===== src/rtl/adder_pkg.sv =====
// adder_pkg: shared state encoding and counter sizing for the digit-serial adder
package adder_pkg;
  typedef enum logic [1:0] {IDLE = 2'd0, RUN = 2'd1, DONE = 2'd2} state_t;
  function automatic int cnt_w(input int n);
    return n > 1 ? $clog2(n) : 1;
  endfunction
endpackage


===== src/rtl/digit_add.sv =====
// digit_add: DIGIT-bit combinational adder with carry-out and carry into its MSB
module digit_add #(
  parameter int DIGIT = 1
) (
  input  logic [DIGIT-1:0] a,
  input  logic [DIGIT-1:0] b,
  input  logic             ci,
  output logic [DIGIT-1:0] s,
  output logic             co,
  output logic             cm
);
  logic [DIGIT:0] full;
  assign full = {1'b0, a} + {1'b0, b} + {{DIGIT{1'b0}}, ci};
  assign s    = full[DIGIT-1:0];
  assign co   = full[DIGIT];
  assign cm   = a[DIGIT-1] ^ b[DIGIT-1] ^ s[DIGIT-1];
endmodule


===== src/rtl/addn_digit_serial.sv =====
// addn_digit_serial: multi-cycle adder summing DIGIT bits per clock with start/busy/done and signed overflow
module addn_digit_serial
  import adder_pkg::*;
#(
  parameter int WIDTH = 8,
  parameter int DIGIT = 1
) (
  input  logic             clk,
  input  logic             reset,
  input  logic             start,
  input  logic [WIDTH-1:0] a,
  input  logic [WIDTH-1:0] b,
  input  logic             cin,
  output logic             busy,
  output logic             done,
  output logic [WIDTH:0]   sum,
  output logic             ovf
);
  localparam int N  = WIDTH / DIGIT;
  localparam int CW = cnt_w(N);
  if (WIDTH < 2 || WIDTH % DIGIT != 0) begin : g_bad_params
    $error("addn_digit_serial: WIDTH must be >= 2 and a multiple of DIGIT");
  end
  state_t           st, nxt;
  logic [WIDTH-1:0] a_sr, b_sr, res, nres;
  logic [CW-1:0]    cnt;
  logic [DIGIT-1:0] d;
  logic             carry, c, cm, last, load;
  digit_add #(.DIGIT(DIGIT)) u_add (
    .a (a_sr[DIGIT-1:0]),
    .b (b_sr[DIGIT-1:0]),
    .ci(carry),
    .s (d),
    .co(c),
    .cm(cm)
  );
  assign nres = WIDTH'({d, res} >> DIGIT);
  assign last = st == RUN && cnt == CW'(N - 1);
  assign load = start && st != RUN;
  always_comb begin
    nxt  = st == RUN ? (last ? DONE : RUN) : (start ? RUN : IDLE);
    busy = st == RUN;
    done = st == DONE;
  end
  always_ff @(posedge clk) begin
    if (reset) begin
      st    <= IDLE;
      a_sr  <= '0;
      b_sr  <= '0;
      res   <= '0;
      carry <= 1'b0;
      cnt   <= '0;
      sum   <= '0;
      ovf   <= 1'b0;
    end else begin
      st <= nxt;
      if (load) begin
        a_sr  <= a;
        b_sr  <= b;
        carry <= cin;
        cnt   <= '0;
      end else if (st == RUN) begin
        a_sr  <= a_sr >> DIGIT;
        b_sr  <= b_sr >> DIGIT;
        res   <= nres;
        carry <= c;
        cnt   <= cnt + CW'(1);
        if (last) begin
          sum <= {c, nres};
          ovf <= cm ^ c;
        end
      end
    end
  end
endmodule


===== config.mk =====
export PLATFORM = sky130hd
export DESIGN_NAME = addn_digit_serial
export DESIGN_NICKNAME = d
export VERILOG_FILES = /design/src/rtl/adder_pkg.sv /design/src/rtl/digit_add.sv /design/src/rtl/addn_digit_serial.sv
export SDC_FILE = /design/constraint.sdc
export NUM_CORES = 1
export LEC_CHECK = 0
export BUFFER_PORTS_ARGS = -buffer_cell sky130_fd_sc_hd__buf_2
export CAP_MARGIN = 30
export CORE_UTILIZATION = 48
export CTS_CLUSTER_DIAMETER = 60
export DETAILED_ROUTE_END_ITERATION = 8
export PLACE_DENSITY = 0.76
export SYNTH_ARGS = -nofsm -noshare
export SYNTH_HDL_FRONTEND = slang
export SYNTH_HIERARCHICAL = 1
export SYNTH_SLANG_ARGS = --single-unit

===== constraint.sdc =====
create_clock -name clk -period 1.5 [get_ports clk]
set_input_delay 0.225 -clock clk [delete_from_list [all_inputs] [get_ports clk]]
set_output_delay 0.225 -clock clk [all_outputs]
set_load 0.02 [all_outputs]

Yosys cells after proc, flatten, opt, wreduce, memory -nomap -nowiden
Index checks and enable logic that the tools add are counted.
W data, S select, Z words.

storage, ports and cells
  register bits after elaboration = 40
  latch bits = 0
  RAM bits = 0
  bits in read-only memories = 0
  logic and storage cells = 34
  memories = 0

operators by class
  add/subtract/negate cells = 3
  multipliers = 0
  div/mod/pow operators = 0
  $lt $le $gt $ge = 0
  equality and inequality tests = 4
  shift operators = 0
  muxes and demuxes = 9
  bitwise gates (word level) = 4
  reduce and logical (&&, ||, !) cells = 6

operator list
  cell                   count
  $mux W8                4
  $mux W2                2
  $add A3 B1 Y3 const B  1
  $eq A3 B3 Y1 const B   1
  $mux W1                3
  $reduce_and A3 Y1      1
  $xor A1 B1 Y1          3
  $add A1 B1 Y2          1
  $add A2 B1 Y2          1
  $eq A2 B1 Y1 const B   1
  $eq A2 B2 Y1 const B   1
  $logic_and A1 B1 Y1    2
  $ne A2 B1 Y1 const B   1
  $reduce_and A2 Y1      1
  $reduce_bool A2 Y1     1
  $reduce_or A2 Y1       1
  $not A1 Y1             1

Longest topological paths before layout
  depth after elaboration = 4
  gate-level depth with buffers = 6

Modules after synthesis
The synthesis kept the hierarchy.

by module, submodules not included
  module             instances  cells an instance  area an instance (um2)
  addn_digit_serial  1          150                1545.2
  digit_add          1          2                  43.8

Worst setup path after synthesis
Ideal clock, no wire load.

  path type = register -> register
  start point = register a_sr[0]
  end point = register ovf
  setup time = 0.117 ns
  arrival time = 1.440 ns
  required time = 1.383 ns
  slack = -0.056 ns
  cell stages (with the launch flop) = 5
  path buffers = 0
  period minus slack after synthesis = 1.556 ns
  cells stage by stage = dfxtp_1 > fa_1 > xor3_1 > xor2_1 > a22o_1

between the ends
  word-level cells in the longest chain between the ends = 4

RTL lines
  item                      line                     RTL
  start: declaration        addn_digit_serial.sv:25  logic [WIDTH-1:0] a_sr, b_sr, res, nres;
  start signal: assignment  addn_digit_serial.sv:63  a_sr <= a_sr >> DIGIT;
  $add A1 B1 Y2             digit_add.sv:13          assign full = {1'b0, a} + {1'b0, b} + {{DIGIT{1'b0}}, ci};
  $add A2 B1 Y2             digit_add.sv:13
  named net d               addn_digit_serial.sv:27  logic [DIGIT-1:0] d;
  $xor A1 B1 Y1             digit_add.sv:16          assign cm = a[DIGIT-1] ^ b[DIGIT-1] ^ s[DIGIT-1];
  named net cm              addn_digit_serial.sv:28  logic carry, c, cm, last, load;
  $xor A1 B1 Y1             addn_digit_serial.sv:70  ovf <= cm ^ c;
  end signal: assignment    addn_digit_serial.sv:70
  end: declaration          addn_digit_serial.sv:17  output logic ovf

The timed path passes the listed nets, and every way through them passes these cells.
A chain may end at the register's enable or synchronous reset.

Final worst setup path
  start point = register carry
  end point = register ovf

between the ends
  word-level cells in the longest chain between the ends = 3

RTL lines
  item                      line                     RTL
  start: declaration        addn_digit_serial.sv:28
  start signal: assignment  addn_digit_serial.sv:60  carry <= cin;
  $add A2 B1 Y2             digit_add.sv:13
  named net d               addn_digit_serial.sv:27
  $xor A1 B1 Y1             digit_add.sv:16
  named net cm              addn_digit_serial.sv:28
  $xor A1 B1 Y1             addn_digit_serial.sv:70

The timed path passes the listed nets, and every way through them passes these cells.

==> key figures <==
Floorplan
  • Starting Density: between 50% and 60%
  • Die height: 59.5 um
  • Core box area: roughly 3100 sq um
  • Rows: 20
  • Die Area: approximately 3500 sq um
  • Die Width: about 60 um
  • I/O Pins: 32

Route
  • Drt wl/cell: between 10 and 15 um
  • # DRC: 0
  • Initial drt markers: 50
  • Via count: 1206
  • 1st-pass router iterations: 4
  • Final wirelength: 2.97 mm
  • Via-to-Cell Ratio: approximately 5
  • ANT nets after route: 0

Setup path
  • Critical Path Fanout Max: 2
  • Slowest-stage cell, CP: fa_1
  • Worst Setup End Kind: flop
  • Arr. time, crit path: roughly 1.8 ns
  • Worst path buffer plus inverter count: 0
  • Cell Chain, Critical Path: fa_1, xor3_1, xor2_1, a22o_1
  • Kind of critical path: flop to flop
  • Startpoint types: flop
  • CP Data Required Time: around 1.8 ns
  • Max incr delay on CP: between 0.5 and 0.6 ns
  • CP top delay family: adder cells

STA
  • RSZ-0062 raised after global routing: true
  • Final Hold Fails: 0
  • Slew @ Worst Pin: 0.248 ns
  • Final worst setup slack: -0.0615 ns
  • Clock skew: around 0.0066 ns
  • Tmin final: 1.56 ns
  • Setup violations, final: 1
  • Crit share post-route: 104%
  • Pins Over Slew Limit: 0
  • Max-Slew Margin vs Limit: 83.4%
  • Max Freq: 0.640 GHz

Hold path
  • Worst Hold Class: input port to flop

Pwr
  • Leak: just under 0.9 nW
  • Worst-case vdd ir drop: between 0.5 and 0.6 mV
  • Power Density: roughly 1100 nW/um^2
  • Pwr Total: around 2.1 mW

Synthesis
  • Synth Warn #: 6
  • Synth Area in Compound Gates: between 10% and 20%
  • Mux share of post-synthesis cell area: a little over a tenth
  • Yosys cell types: 23
  • Gate count after technology mapping: ~150
  • Mapped Area: ~1600 sq um
  • #FFs+latches synth: 39
  • Post-Synth Simple-Gate Area: between 10% and 20%
  • Largest family of logic cells by synthesized area: compound AO/OA/AOI/OAI gates
  • Post-synthesis adder-cell area fraction: around 2.8%
  • Synth Area in XOR/XNOR: 2.05%
  • Seq/Total Area, Yosys: between 40% and 50%
  • Avg Inst Size Synth: ~10 sq um
  • Syn nets: around 180

Global route
  • Initial antenna violation count: 0
  • Largest net degree at the start of global routing: 27
  • First-pass GRT wire length: 5.00 mm
  • All-layer global routing usage: approximately 19%
  • Vias in the first global route: ~1.1k
  • Grt total ovfl: 0

Placed design
  • GPL Wtd Cong: between 0.7 and 0.8
  • Port-buffer cells: 31
  • Placed instance count: 224
  • Pre-CTS setup slack: -0.0694 ns
  • Area after DPL: roughly 1800 sq um
  • Post-DP HPWL: 2.13 mm

Cells and area
  • Final non-filler cell total: ~240
  • Fin util: between 60 and 70%
  • Most frequent cells in the layout: dfxtp_1, buf_2, mux2i_1, nand2_1
  • Post-layout net count: about 220
  • Antenna cells: 0
  • Most common cell after layout, fill and taps aside: dfxtp_1
  • Share of cells above drive strength 1: between 30 and 40%
  • Final instance area: 1920 sq um
  • Layout area overhead: 20.9%

CTS
  • Skew-Pair Late Insertion Delay: approximately 0.34 ns
  • CTS tree: yes
  • H-tree levels: 2
  • CTS Sinks: 39
  • Worst-path clk slew: 0.11 ns
  • Cts hold-fix bufs: 0
  • Clk root buf: clkbuf_4
  • Clock buffer depth: 2
  • Inserted Clock Buffers: 5

Outcome
  • Run status: complete, but fails checks
  • Violated checks: setup timing

Job
  • Max-cap violations: 0
[cells in the mapped netlist]
| library cell | n | area [sq um] |
|---|---|---|
| dfxtp_1 | 39 | 781 |
| mux2i_1 | 17 | 170 |
| nand2_1 | 16 | 60.1 |
| a211oi_1 | 15 | 113 |
| nor2_1 | 15 | 56.3 |
| a21oi_1 | 10 | 50.1 |
| a22o_1 | 10 | 87.6 |
| buf_4 | 6 | 45.0 |
| buf_2 | 5 | 25.0 |
| nand3b_1 | 3 | 22.5 |
| buf_6 | 2 | 22.5 |
| ha_1 | 2 | 25.0 |
| nor3_1 | 2 | 10.0 |
| a21oi_2 | 1 | 8.76 |
| and2b_1 | 1 | 7.51 |
| fa_1 | 1 | 20.0 |
| inv_4 | 1 | 6.26 |
| nand2b_1 | 1 | 6.26 |
| nand2b_4 | 1 | 13.8 |
| nor3b_4 | 1 | 18.8 |
| o21a_1 | 1 | 7.51 |
| xor2_1 | 1 | 8.76 |
| xor3_1 | 1 | 23.8 |
[tightest hold or removal path, cell delays in order]
cell and delay [ns]:
buf_2 0.08, mux2i_1 0.05, nor3_1 0.12
[where the power goes]
part           total [mW]  internal (mW)  switching (mW)  leakage, nW
logic               0.278          0.144           0.133        0.510
registers            1.11           1.08          0.0275        0.319
clock network       0.724          0.394           0.330       0.0482
total                2.11           1.62           0.490        0.878
[cells by family after synthesis]
family	Yosys count
AOI/OAI and AO/OA	37
xor gates and xnor gates	2
adders and majority gates	3
buffers and inverters	14
DFF	39
muxes	17
and+or+nand+nor	40
[final timing paths]
kind,start,endpoint,slack (ns),cells past startpoint
max,carry,ovf,-0.06,4
min,a[7],a_sr[7],0.18,3
max reg2reg,carry,ovf,-0.06,4
min reg2reg,res[1],res[1],0.47,2
[stage by stage]
step / setup TNS [ns] / hold WS, ns
3_5_place_dp: -0.0694 / 0.454
4_1_cts: -0.0787 / 0.181
3_3_place_gp: -0.0301 / 0.450
5_1_grt: -0.118 / 0.201
2_1_floorplan: -0.0319 / 0.420
6_report: -0.0615 / 0.181
[state kept, by name (all words and copies together), names as in the netlist]
signal and cells:
st 2, cnt 3, sum 9, carry 1, ovf 1, res 7, a_sr 8, b_sr 8
[per-layer routing]
layer | vias up | wire length [um] | GRT usage, % | part of all wire [%]
li1 | 615 | - | - | -
met1 | 564 | 1300 | 21.7 | 44
met5 | - | 0 | 0 | 0
met3 | 6 | 120 | 6.55 | 4.0
met4 | 0 | 45 | 7.31 | 1.5
met2 | 21 | 1500 | 33.7 | 51
[what timing repair did]
item	in CTS	in global routing
pin swaps	1	1
endpoints found under the setup margin	1	2
resized for setup	1	1
endpoints found under the hold margin	0	0
buffers inserted	1	4
[layout make-up]
class                   instances  area [sq um]
clock buffers                   6          51.3
clock inverters                 2          35.0
multi-input cells              99           709
inverters                       1          6.26
well taps                      44          55.1
flip-flops and latches         39           783
repair buffers                 46           280
fillers                       285          1180
(Power assumes the default switching activity.)
